==> src/rtl/systolic_pkg.sv <==
// -----------------------------------------------------------------------------
// systolic_pkg
//   Shared types and sizing helpers for the systolic array feed controller.
//   - ctrl_state_e : controller phase (LOAD, FEED, SETTLE, CAPTURE, OUT)
//   - idx_width    : counter width for an index range 0..n-1 (never below 1 bit)
//   - load_beats   : operand beats per job (all of A followed by all of B)
//   - feed_cycles  : cycles needed to push the skewed operands through the edges
//   - *_CNT_W      : load / feed / out counter widths for the default geometry
// -----------------------------------------------------------------------------
package systolic_pkg;

  typedef enum logic [2:0] {
    LOAD    = 3'd0,
    FEED    = 3'd1,
    SETTLE  = 3'd2,
    CAPTURE = 3'd3,
    OUT     = 3'd4
  } ctrl_state_e;

  // Width of a counter indexing 0..n-1; a single-entry range still gets one bit.
  function automatic int idx_width(input int n);
    int w;
    if (n <= 1) begin
      w = 1;
    end else begin
      w = $clog2(n);
    end
    return w;
  endfunction

  function automatic int load_beats(input int h, input int w, input int d);
    return (h * d) + (d * w);
  endfunction

  // Last operand pair enters PE(h-1,w-1) at t = (d-1)+(h-1)+(w-1).
  function automatic int feed_cycles(input int h, input int w, input int d);
    return d + h + w - 2;
  endfunction

  localparam int DEF_ARRAY_WIDTH  = 2;
  localparam int DEF_ARRAY_HEIGHT = 2;
  localparam int DEF_DEPTH        = 2;

  localparam int LOAD_CNT_W = idx_width(load_beats(DEF_ARRAY_HEIGHT, DEF_ARRAY_WIDTH, DEF_DEPTH));
  localparam int FEED_CNT_W = idx_width(feed_cycles(DEF_ARRAY_HEIGHT, DEF_ARRAY_WIDTH, DEF_DEPTH));
  localparam int OUT_CNT_W  = idx_width(DEF_ARRAY_HEIGHT * DEF_ARRAY_WIDTH);

endpackage

==> src/rtl/systolic_skew_gen.sv <==
// -----------------------------------------------------------------------------
// systolic_skew_gen
//   Combinational skew map. For feed cycle t, row r carries A[r][t-r] and
//   column c carries B[t-c][c] whenever that inner index lies in 0..depth_p-1.
// Ports
//   t_i          in   feed counter value
//   row_valid_o  out  per-row valid
//   row_k_o      out  per-row inner index k (row r at [r*k_w_p +: k_w_p]), 0 when invalid
//   col_valid_o  out  per-column valid
//   col_k_o      out  per-column inner index k, 0 when invalid
// -----------------------------------------------------------------------------
module systolic_skew_gen
  import systolic_pkg::*;
#(
  parameter int array_width_p  = 2,
  parameter int array_height_p = 2,
  parameter int depth_p        = 2,
  parameter int feed_w_p       = idx_width(feed_cycles(array_height_p, array_width_p, depth_p)),
  parameter int k_w_p          = idx_width(depth_p)
) (
  input  logic [feed_w_p-1:0]               t_i,
  output logic [array_height_p-1:0]         row_valid_o,
  output logic [array_height_p*k_w_p-1:0]   row_k_o,
  output logic [array_width_p-1:0]          col_valid_o,
  output logic [array_width_p*k_w_p-1:0]    col_k_o
);

  int row_diff;
  int col_diff;

  // Row edge: row r lags the feed counter by r cycles.
  always_comb begin
    row_valid_o = {array_height_p{1'b0}};
    row_k_o     = {(array_height_p*k_w_p){1'b0}};
    row_diff    = 0;
    for (int r = 0; r < array_height_p; r++) begin
      row_diff = int'(t_i) - r;
      if ((row_diff >= 0) && (row_diff < depth_p)) begin
        row_valid_o[r]               = 1'b1;
        row_k_o[r*k_w_p +: k_w_p]    = k_w_p'(row_diff);
      end else begin
        row_valid_o[r]               = 1'b0;
        row_k_o[r*k_w_p +: k_w_p]    = {k_w_p{1'b0}};
      end
    end
  end

  // Column edge: column c lags the feed counter by c cycles.
  always_comb begin
    col_valid_o = {array_width_p{1'b0}};
    col_k_o     = {(array_width_p*k_w_p){1'b0}};
    col_diff    = 0;
    for (int c = 0; c < array_width_p; c++) begin
      col_diff = int'(t_i) - c;
      if ((col_diff >= 0) && (col_diff < depth_p)) begin
        col_valid_o[c]               = 1'b1;
        col_k_o[c*k_w_p +: k_w_p]    = k_w_p'(col_diff);
      end else begin
        col_valid_o[c]               = 1'b0;
        col_k_o[c*k_w_p +: k_w_p]    = {k_w_p{1'b0}};
      end
    end
  end

endmodule

==> src/rtl/systolic_feed_ctrl.sv <==
// -----------------------------------------------------------------------------
// systolic_feed_ctrl
//   Sequencer in front of an output-stationary systolic array.
//   LOAD    : accept A (row-major) then B (row-major) on valid_i/ready_o.
//   FEED    : drive skewed operands on the row/column edges for T cycles.
//   SETTLE  : one idle cycle while the last product lands in PE(h-1,w-1).
//   CAPTURE : latch z_i and pulse array_clear_o.
//   OUT     : stream C row-major on valid_o/yumi_i, then back to LOAD.
// Ports
//   clk_i, reset_i (async, active-low), en_i (0 freezes everything)
//   valid_i/ready_o/data_i      operand stream
//   row_data_o/row_valid_o      A edge, row r at [r*width_p +: width_p]
//   col_data_o/col_valid_o      B edge, column c at [c*width_p +: width_p]
//   array_en_o, array_clear_o   array clock enable and accumulator clear
//   z_i                         array results, PE(r,c) at index r*array_width_p+c
//   valid_o/yumi_i/data_o       result stream
// -----------------------------------------------------------------------------
module systolic_feed_ctrl
  import systolic_pkg::*;
#(
  parameter int width_p        = 8,
  parameter int acc_width_p    = 16,
  parameter int array_width_p  = 2,
  parameter int array_height_p = 2,
  parameter int depth_p        = 2
) (
  input  logic                                              clk_i,
  input  logic                                              reset_i,
  input  logic                                              en_i,
  input  logic                                              valid_i,
  output logic                                              ready_o,
  input  logic [width_p-1:0]                                data_i,
  output logic [array_height_p*width_p-1:0]                 row_data_o,
  output logic [array_height_p-1:0]                         row_valid_o,
  output logic [array_width_p*width_p-1:0]                  col_data_o,
  output logic [array_width_p-1:0]                          col_valid_o,
  output logic                                              array_en_o,
  output logic                                              array_clear_o,
  input  logic [array_height_p*array_width_p*acc_width_p-1:0] z_i,
  output logic                                              valid_o,
  input  logic                                              yumi_i,
  output logic [acc_width_p-1:0]                            data_o
);

  localparam int H     = array_height_p;
  localparam int W     = array_width_p;
  localparam int D     = depth_p;
  localparam int NA    = H * D;                 // A occupies op slots 0..NA-1
  localparam int NLOAD = load_beats(H, W, D);
  localparam int NFEED = feed_cycles(H, W, D);
  localparam int NOUT  = H * W;
  localparam int LW    = idx_width(NLOAD);
  localparam int FW    = idx_width(NFEED);
  localparam int OW    = idx_width(NOUT);
  localparam int KW    = idx_width(D);

  ctrl_state_e state_q, state_d;
  logic [LW-1:0] load_cnt_q, load_cnt_d;
  logic [FW-1:0] t_q, t_d;
  logic [OW-1:0] out_idx_q, out_idx_d;

  // Single operand buffer: A[r][k] at r*D+k, B[k][c] at NA+k*W+c.
  logic [width_p-1:0]     op_q  [NLOAD];
  logic [width_p-1:0]     op_d  [NLOAD];
  logic [acc_width_p-1:0] res_q [NOUT];
  logic [acc_width_p-1:0] res_d [NOUT];

  logic [H*width_p-1:0]   row_data_q, row_data_d;
  logic [H-1:0]           row_valid_q, row_valid_d;
  logic [W*width_p-1:0]   col_data_q, col_data_d;
  logic [W-1:0]           col_valid_q, col_valid_d;
  logic                   clear_q, clear_d;
  logic [acc_width_p-1:0] data_q, data_d;

  logic [H-1:0]           row_v;
  logic [H*KW-1:0]        row_k;
  logic [W-1:0]           col_v;
  logic [W*KW-1:0]        col_k;

  // Skew is evaluated for the next feed count so the edge registers present
  // cycle-t values during cycle t of FEED.
  systolic_skew_gen #(
    .array_width_p  (W),
    .array_height_p (H),
    .depth_p        (D),
    .feed_w_p       (FW),
    .k_w_p          (KW)
  ) u_skew (
    .t_i         (t_d),
    .row_valid_o (row_v),
    .row_k_o     (row_k),
    .col_valid_o (col_v),
    .col_k_o     (col_k)
  );

  // Next-state, counters and buffer writes; en_i=0 leaves everything as is.
  always_comb begin
    state_d    = state_q;
    load_cnt_d = load_cnt_q;
    t_d        = t_q;
    out_idx_d  = out_idx_q;
    op_d       = op_q;
    res_d      = res_q;
    if (en_i) begin
      case (state_q)
        LOAD: begin
          if (valid_i) begin
            op_d[load_cnt_q] = data_i;
            if (load_cnt_q == LW'(NLOAD - 1)) begin
              load_cnt_d = {LW{1'b0}};
              t_d        = {FW{1'b0}};
              state_d    = FEED;
            end else begin
              load_cnt_d = load_cnt_q + LW'(1);
            end
          end else begin
            load_cnt_d = load_cnt_q;
          end
        end
        FEED: begin
          if (t_q == FW'(NFEED - 1)) begin
            t_d     = {FW{1'b0}};
            state_d = SETTLE;
          end else begin
            t_d     = t_q + FW'(1);
          end
        end
        SETTLE: begin
          state_d = CAPTURE;
        end
        CAPTURE: begin
          for (int i = 0; i < NOUT; i++) begin
            res_d[i] = z_i[i*acc_width_p +: acc_width_p];
          end
          out_idx_d = {OW{1'b0}};
          state_d   = OUT;
        end
        OUT: begin
          if (yumi_i) begin
            if (out_idx_q == OW'(NOUT - 1)) begin
              out_idx_d = {OW{1'b0}};
              state_d   = LOAD;
            end else begin
              out_idx_d = out_idx_q + OW'(1);
            end
          end else begin
            out_idx_d = out_idx_q;
          end
        end
        default: begin
          state_d    = LOAD;
          load_cnt_d = {LW{1'b0}};
          t_d        = {FW{1'b0}};
          out_idx_d  = {OW{1'b0}};
        end
      endcase
    end else begin
      state_d = state_q;
    end
  end

  // Registered edge/result outputs for the coming cycle. Reading op_d/res_d
  // lets the final load beat and the capture feed straight through.
  always_comb begin
    row_data_d  = row_data_q;
    row_valid_d = row_valid_q;
    col_data_d  = col_data_q;
    col_valid_d = col_valid_q;
    clear_d     = clear_q;
    data_d      = data_q;
    if (en_i) begin
      for (int r = 0; r < H; r++) begin
        if ((state_d == FEED) && row_v[r]) begin
          row_valid_d[r]                     = 1'b1;
          row_data_d[r*width_p +: width_p]   = op_d[LW'(r*D + int'(row_k[r*KW +: KW]))];
        end else begin
          row_valid_d[r]                     = 1'b0;
          row_data_d[r*width_p +: width_p]   = {width_p{1'b0}};
        end
      end
      for (int c = 0; c < W; c++) begin
        if ((state_d == FEED) && col_v[c]) begin
          col_valid_d[c]                     = 1'b1;
          col_data_d[c*width_p +: width_p]   = op_d[LW'(NA + int'(col_k[c*KW +: KW])*W + c)];
        end else begin
          col_valid_d[c]                     = 1'b0;
          col_data_d[c*width_p +: width_p]   = {width_p{1'b0}};
        end
      end
      clear_d = (state_d == CAPTURE);
      if (state_d == OUT) begin
        data_d = res_d[out_idx_d];
      end else begin
        data_d = {acc_width_p{1'b0}};
      end
    end else begin
      clear_d = clear_q;
    end
  end

  // Control state, counters and registered outputs.
  always_ff @(posedge clk_i or negedge reset_i) begin
    if (!reset_i) begin
      state_q     <= LOAD;
      load_cnt_q  <= {LW{1'b0}};
      t_q         <= {FW{1'b0}};
      out_idx_q   <= {OW{1'b0}};
      row_data_q  <= {(H*width_p){1'b0}};
      row_valid_q <= {H{1'b0}};
      col_data_q  <= {(W*width_p){1'b0}};
      col_valid_q <= {W{1'b0}};
      clear_q     <= 1'b0;
      data_q      <= {acc_width_p{1'b0}};
    end else begin
      state_q     <= state_d;
      load_cnt_q  <= load_cnt_d;
      t_q         <= t_d;
      out_idx_q   <= out_idx_d;
      row_data_q  <= row_data_d;
      row_valid_q <= row_valid_d;
      col_data_q  <= col_data_d;
      col_valid_q <= col_valid_d;
      clear_q     <= clear_d;
      data_q      <= data_d;
    end
  end

  // Operand and result storage; contents after reset are don't-care.
  always_ff @(posedge clk_i) begin
    op_q  <= op_d;
    res_q <= res_d;
  end

  // Handshakes are refused while frozen, so ready/valid qualify with en_i.
  assign ready_o       = en_i & (state_q == LOAD);
  assign valid_o       = en_i & (state_q == OUT);
  assign array_en_o    = en_i;
  assign array_clear_o = clear_q;
  assign row_data_o    = row_data_q;
  assign row_valid_o   = row_valid_q;
  assign col_data_o    = col_data_q;
  assign col_valid_o   = col_valid_q;
  assign data_o        = data_q;

endmodule

==> config.mk <==
export PLATFORM = sky130hd
export DESIGN_NAME = systolic_feed_ctrl
export DESIGN_NICKNAME = d
export VERILOG_FILES = /design/src/rtl/systolic_pkg.sv /design/src/rtl/systolic_skew_gen.sv /design/src/rtl/systolic_feed_ctrl.sv
export SDC_FILE = /design/constraint.sdc
export NUM_CORES = 1
export LEC_CHECK = 0
export ABC_AREA = 0
export BUFFER_PORTS_ARGS = -buffer_cell sky130_fd_sc_hd__buf_4
export CORE_MARGIN = 2
export CORE_UTILIZATION = 45
export DETAILED_ROUTE_END_ITERATION = 7
export PLACE_DENSITY = 0.77
export SLEW_MARGIN = 10
export SYNTH_ARGS = -nofsm -noshare
export SYNTH_HDL_FRONTEND = slang
export SYNTH_SLANG_ARGS = --single-unit
==> constraint.sdc <==
create_clock -name clk_i -period 7.6 [get_ports clk_i]
set_clock_uncertainty 0.05 [all_clocks]
set_input_delay 0 -clock clk_i [delete_from_list [all_inputs] [get_ports clk_i]]
set_output_delay 0 -clock clk_i [all_outputs]
set_load 0.05 [all_outputs]
## Word level (Yosys, flattened, before mapping)

Cells that the tools add are included.
Widths: inputs -> output; s select.

| word-level totals | value |
|---|---|
| register bits | 189 |
| input port bits | 77 |
| output and inout port bits | 56 |
| logic and storage cells | 123 |

| operators by class | value |
|---|---|
| add/sub/neg operators | 8 |
| multiplexer cells | 53 |
| reduce and logical (&&, ||, !) cells | 10 |
| equal/unequal tests | 11 |
| bitwise operators | 9 |
| $lt $le $gt $ge | 11 |

Operator list:

| cell | count |
|---|---|
| $mux 64 | 5 |
| $mux 8 | 13 |
| $bmux 8 s3 | 4 |
| $bwmux 64 | 1 |
| $mux 16 | 3 |
| $bmux 16 s2 | 1 |
| $ge 32x1->1 const B | 1 |
| $lt 32x3->1 const B | 1 |
| $demux 8 s3 | 1 |
| $mux 3 | 8 |
| $ge 3x4->1 const B | 4 |
| $pmux 3 s5 | 1 |
| $mux 2 | 7 |
| $eq 3x2->1 const B | 3 |
| $eq 3x3->1 const B | 3 |
| $not 3->3 | 3 |
| $add 3x1->3 const B | 2 |
| $add 3x2->3 const A | 2 |
| $eq 3x1->1 const B | 2 |
| $mux 1 | 6 |
| $pmux 2 s3 | 1 |
| $pmux 3 s2 | 1 |
| $reduce_or 3->1 | 2 |
| $logic_and 1x1->1 | 5 |
| 19 further kinds | 22 |

## Logic depth before layout (Yosys ltp)

| logic depth | value |
|---|---|
| word-level depth | 16 |
| depth in mapped cells | 12 |
| gate-level depth less buffers | 12 |

## Modules after synthesis

From an unflattened synthesis, not the netlist that was laid out.

| second synthesis, totals | value |
|---|---|
| cell total of the unflattened synthesis | 618 |
| area total of the unflattened synthesis | 7634.8 um^2 |

Modules (own cells, without submodules):

| module | cells each | instances | area each (um^2) |
|---|---|---|---|
| systolic_feed_ctrl | 609 | 1 | 7568.5 |
| systolic_skew_gen | 9 | 1 | 66.3 |

## Worst setup path before layout

No wires, ideal clock.

| timing | value |
|---|---|
| path kind | flip-flop to flip-flop |
| from | register state_q[1] |
| to | register data_q[10] (netlist: data_o[10]) |
| data required time | 7.424 ns |
| cell stages (with the launch flop) | 9 |
| data arrival time | 2.518 ns |
| setup time | 0.126 ns |
| period minus slack after synthesis | 2.694 ns |
| setup slack | 4.906 ns |
| path buffers | 3 |
| path through | dfrtp_1 buf_6 nor4bb_1 clkbuf_1 nand3_1 nand2_1 buf_2 mux2_2 a221o_1 |

| on the way | value |
|---|---|
| cells in the longest elaborated chain, start to end | 9 |
| elaborated cells on any way between the ends | 23 |
| those cells by class | eq/ne: 5; mux: 15; bitwise: 1; reduce/logical: 2 |

RTL lines:

| what | RTL line | RTL |
|---|---|---|
| start, declared | systolic_feed_ctrl.sv:57 | `ctrl_state_e state_q, state_d;` |
| start signal, assigned | systolic_feed_ctrl.sv:215 | `state_q <= state_d;` |
| $eq 3x1->1, or another cell as far along | systolic_feed_ctrl.sv:105 | `case (state_q)` |
| $reduce_or 3->1 (no source line) | n/a |  |
| $pmux 2 s2 | systolic_feed_ctrl.sv:105 |  |
| $mux 2 | systolic_feed_ctrl.sv:104 | `if (en_i) begin` |
| $not 2->3 (not written as such) | systolic_feed_ctrl.sv:192 | `data_d = res_d[out_idx_d];` |
| $bmux 16 s2 | systolic_feed_ctrl.sv:192 |  |
| $mux 16 (not written as such) (2 in series) | systolic_feed_ctrl.sv:192 |  |
| $mux 16 * | systolic_feed_ctrl.sv:191 | `if (state_d == OUT) begin` |
| end signal, assigned | systolic_feed_ctrl.sv:213 | `data_q <= {acc_width_p{1'b0}};` |
| end signal, assigned | systolic_feed_ctrl.sv:224 | `data_q <= data_d;` |
| end, declared | systolic_feed_ctrl.sv:73 | `logic [acc_width_p-1:0] data_q, data_d;` |

Mark *: on every way between the ends. The rest lies on a longest branch, timed or not. The select of a mux whose other input is x is not followed.
A chain may end at the register's enable or synchronous reset.

## Worst setup path after layout

| timing | value |
|---|---|
| from | register load_cnt_q[0] |
| to | register row_data_q[0] (netlist: row_data_o[0]) |

| on the way | value |
|---|---|
| cells in the longest elaborated chain, start to end | 13 |
| elaborated cells on any way between the ends | 31 |
| those cells by class | order compare: 4; eq/ne: 2; mux: 20; bitwise: 2; reduce/logical: 3 |

RTL lines:

| what | RTL line | RTL |
|---|---|---|
| start, declared | systolic_feed_ctrl.sv:58 | `logic [LW-1:0] load_cnt_q, load_cnt_d;` |
| start signal, assigned | systolic_feed_ctrl.sv:205 | `load_cnt_q <= {LW{1'b0}};` |
| start signal, assigned | systolic_feed_ctrl.sv:216 | `load_cnt_q <= load_cnt_d;` |
| $not 3->4 (not written as such) / $eq 3x3->1 (equally long branches) | systolic_feed_ctrl.sv:108, systolic_feed_ctrl.sv:109 |  |
| $ge 4x4->1 (not written as such), or another cell as far along | systolic_feed_ctrl.sv:108 | `op_d[load_cnt_q] = data_i;` |
| $logic_and 1x1->1 (not written as such) / $mux 2 (equally long branches) | systolic_feed_ctrl.sv:108, systolic_feed_ctrl.sv:107 |  |
| $mux 8 (not written as such) / $pmux 2 s3 (equally long branches) | systolic_feed_ctrl.sv:108, systolic_feed_ctrl.sv:105 |  |
| $demux 8 s3 / $mux 2 (equally long branches) | systolic_feed_ctrl.sv:108, systolic_feed_ctrl.sv:104 |  |
| $bwmux 64, or another cell as far along | systolic_feed_ctrl.sv:108 |  |
| $mux 64 / $logic_and 1x1->1 (equally long branches) | systolic_feed_ctrl.sv:107, systolic_skew_gen.sv:38 |  |
| $mux 64 / $mux 1 (equally long branches) | systolic_feed_ctrl.sv:105, systolic_skew_gen.sv:38 |  |
| $mux 64 / $not 1->3 (equally long branches) | systolic_feed_ctrl.sv:104, systolic_feed_ctrl.sv:175 |  |
| $bmux 8 s3 | systolic_feed_ctrl.sv:175 | `row_data_d[r*width_p +: width_p] = op_d[LW'(r*D + int'(row_k[r*KW +: KW]))];` |
| $mux 8 (not written as such) (2 in series) | systolic_feed_ctrl.sv:175 |  |
| $mux 8 * | systolic_feed_ctrl.sv:173 | `if ((state_d == FEED) && row_v[r]) begin` |
| end signal, assigned | systolic_feed_ctrl.sv:208 | `row_data_q <= {(H*width_p){1'b0}};` |
| end signal, assigned | systolic_feed_ctrl.sv:219 | `row_data_q <= row_data_d;` |
| end, declared | systolic_feed_ctrl.sv:68 | `logic [H*width_p-1:0] row_data_q, row_data_d;` |

Marks and branches as above.

==> impl_results.md <==
- Status: complete, no violations
- GRT Residual Overflow: 0
- Final Hold Fails: 0
- Initial Utilization: 45.8%
- Die area: 18600 um2
- Synth Area in Compound Gates: 10.4%
- Mux cell area share after synthesis: 24.3%
- Inserted Diodes: 0
- Core Footprint: 17200 um2
- Layout cells sized above 1: 38.6%
- Hold WS: 0.160 ns
- WL/cell: 17.9 um
- CP Class: register to register
- Slew HR: 36.0%
- Post-synthesis sequential area ratio: 51.8%
- CTS tree: yes
- Clock Latency Late Sink: 0.43 ns
- Vias/cell: 5.40
- First-pass GRT wire length: 30100 um
- Resize count post-CTS: 0
- Drt initial violations: 305
- Final WL: 19400 um
- Data required time at the worst endpoint: 7.90 ns
- DP Area: 8970 um2
- RSZ-0062 raised after global routing: false
- Vias: 5843
- Num rows: 48
- Final period util: 46.5%
- P_leak: 4.61 nW
- Synthesized cell area: 7890 um2
- H-tree Lvls: 4
- Post-Synth Simple-Gate Area: 8.67%
- Fin crit period: 3.54 ns
- Power Dens Cells: 373 nW/um2
- Dpl hpwl: 11400 um
- Number of routed nets with antenna violations: 0
- Crit-path cells: ha_1 > ha_1 > nand3b_1 > a221oi_1 > nor2_1 > ha_1 > buf_4 > nor2_1 > a221oi_1 > o2bb2ai_1
- Adder-cell share of the synthesized area: 0.951%
- Vias in the first global route: 5874
- Worst setup EP type: register
- Most used cell along the critical path: ha_1
- Top FF cell, synth: dfxtp_1
- CP peak stage delay: 0.89 ns
- Clk pin slew, worst setup/hold paths: 0.07 ns
- Final nets: 927
- Yosys cell types: 50
- Mapped Cells: 658
- Synth Net Count: 741
- Final worst slack: 4.06 ns
- Worst Hold Class: primary input to async pin
- Max-cap viol count: 0
- Initial antenna violation count: 0
- Buffers on Ports: 132
- Worst Path Max Fanout: 32
- Drt pass-1 iters: 5
- Final setup violation count: 0
- Clock root buffer master: clkbuf_16
- Gpl congestion: 0.835
- Worst slack, placed: 4.12 ns
- Syn avg cell area: 12.0 um2
- Slowest CP cell: dfrtp_1
- Clk buf depth: 2
- Asr flop ratio synth: 32.3%
- Pwr Total: 0.00386 W
- Num ports: 133
- TritonCTS Sinks: 189
- Maximum number of pins on one net before global-route repair: 66
- Largest family of logic cells by synthesized area: multiplexers
- Synthesis-to-layout area growth: 31.3%
- FMAX: 0.283 GHz
- Synth Warn #: 0
- Peak VDD IR: 0.217 mV
- Die H: 136 um
- Worst Max-Slew Pin Slew: 0.947 ns
- GR Util All Layers: 21.1%
- CP startpoint kind: register
- Setup bufs post-CTS: 0
- Post-route cell area: 10400 um2
- Setup TNS: 0 ns
- Die W: 136 um
- EDFF count, synth: 0
- FF+latch count, synth: 189
- CP Data Arrival Time: 3.84 ns
- Pins Over Slew Limit: 0
- # DRC: 0
- CTS Buf Count: 17
- XOR/XNOR Fraction of Synth Area: 0.222%
==> kinds of logic (layout without fill, tap and decap cells) <==
family,Yosys count,count (layout)
AO/OA/AOI/OAI,108,108
XOR/XNOR,2,2
adder cells (fa/ha/maj),6,6
buffers and inverters,60,259
flip-flops,189,189
multiplexers,172,172
AND/OR/NAND/NOR,121,121
==> final timing paths <==
kind,startpoint,end,slack (ns),depth (start not counted)
min in group clk_i,z_i[3],res_q[51]$_DFF_P_,0.30,3
worst max-delay path,load_cnt_q[0]$_DFFE_PN0P_,row_data_o[0]$_DFFE_PN0P_,4.06,10
worst max register to register,load_cnt_q[0]$_DFFE_PN0P_,row_data_o[0]$_DFFE_PN0P_,4.06,10
max in group asynchronous,reset_i,load_cnt_q[1]$_DFFE_PN0P_,6.77,2
worst min-delay path,reset_i,col_data_o[5]$_DFFE_PN0P_,0.16,2
worst min register to register,op_q[54]$_DFF_P_,op_q[54]$_DFF_P_,0.40,2
==> worst max-delay path, delay by kind of cell, from the launching register on <==
kind	cells	cell delay (ns)
buffers and inverters	1	0.24
DFF	1	0.89
AOI/OAI and AO/OA	3	0.85
adders and majority gates	3	0.66
and+or+nand+nor	3	0.75
==> stage by stage <==
| stage | utilization [%] | instances |
|---|---|---|
| after floorplan | - | 658 |
| after global placement | 52.0 | 974 |
| after detailed placement | 52.0 | 974 |
| after CTS | 60.1 | 1082 |
| after global routing | 60.1 | 1082 |
| final | 60.1 | 1082 |
==> power by group <==
group / total, W / leakage, nW / internal [W] / switching (W)
clock network: 0.000956 / 0.303 / 0.000564 / 0.000391
registers: 0.00148 / 1.89 / 0.00131 / 0.000173
logic: 0.00142 / 2.41 / 0.000625 / 0.000796
==> synth_stat cells, types with 13 or more instances <==
| library cell | n | share of area (%) |
|---|---|---|
| o21ai_0 | 19 | 1.2 |
| a21oi_1 | 18 | 1.1 |
| nor2b_1 | 16 | 1.3 |
| nand2_1 | 55 | 2.6 |
| buf_2 | 19 | 1.2 |
| a221o_1 | 16 | 2.0 |
| mux2_2 | 151 | 22 |
| dfrtp_1 | 61 | 19 |
| o2bb2ai_1 | 28 | 3.1 |
| clkbuf_1 | 18 | 0.86 |
| inv_1 | 13 | 0.62 |
| dfxtp_1 | 128 | 32 |
| mux2i_1 | 20 | 2.5 |
==> layout make-up <==
type                    instances  area, um2
fillers                      1317       6880
flip-flops and latches        189       4090
repair buffers                214       1800
multi-input cells             409       3520
clock inverters                12        183
well taps                     225        282
clock buffers                  20        447
inverters                      13       48.8
==> state kept, by name, summed over array words and instances (netlist names), 3 cells and up <==
signal / flops
load_cnt_q: 3
state_q: 3
res_q: 64
row_data_o: 16
col_data_o: 16
op_q: 64
data_o: 16
==> cell usage in the layout, fill, tap and decap left out, types with 3 or more instances in the layout <==
cell and instances:
nor2b_1 16, inv_6 3, dfxtp_1 128, dfrtp_1 61, dlygate4sd3_1 76, mux2i_1 20, and3b_1 5, buf_4 138
o2bb2ai_1 28, bufinv_16 4, nand4b_1 9, o32ai_1 4, inv_1 13, mux2_2 151, a21o_1 3, a221o_1 16
a221oi_1 8, nand3b_1 3, a22o_1 5, clkbuf_16 17, ha_1 6, nor2_1 7, a21oi_1 18, nand2_1 55
o21ai_0 19, nand3_1 6
==> metal layers <==
layer / track usage, % / vias to the layer above / part of all wire, % / routed length [um]
li1: - / 2759 / - / -
met1: 26.7 / 2873 / 43 / 8420
met2: 34.8 / 168 / 49 / 9530
met3: 4.47 / 43 / 4.5 / 876
met4: 9.20 / 0 / 2.8 / 536
met5: 0 / - / 0 / 0
==> what timing repair did <==
item | CTS | global route
hold buffers | 76 | 0
endpoints found under the setup margin | 0 | 0
hold endpoints to repair | 194 | 0
(Power assumes the default switching activity.)
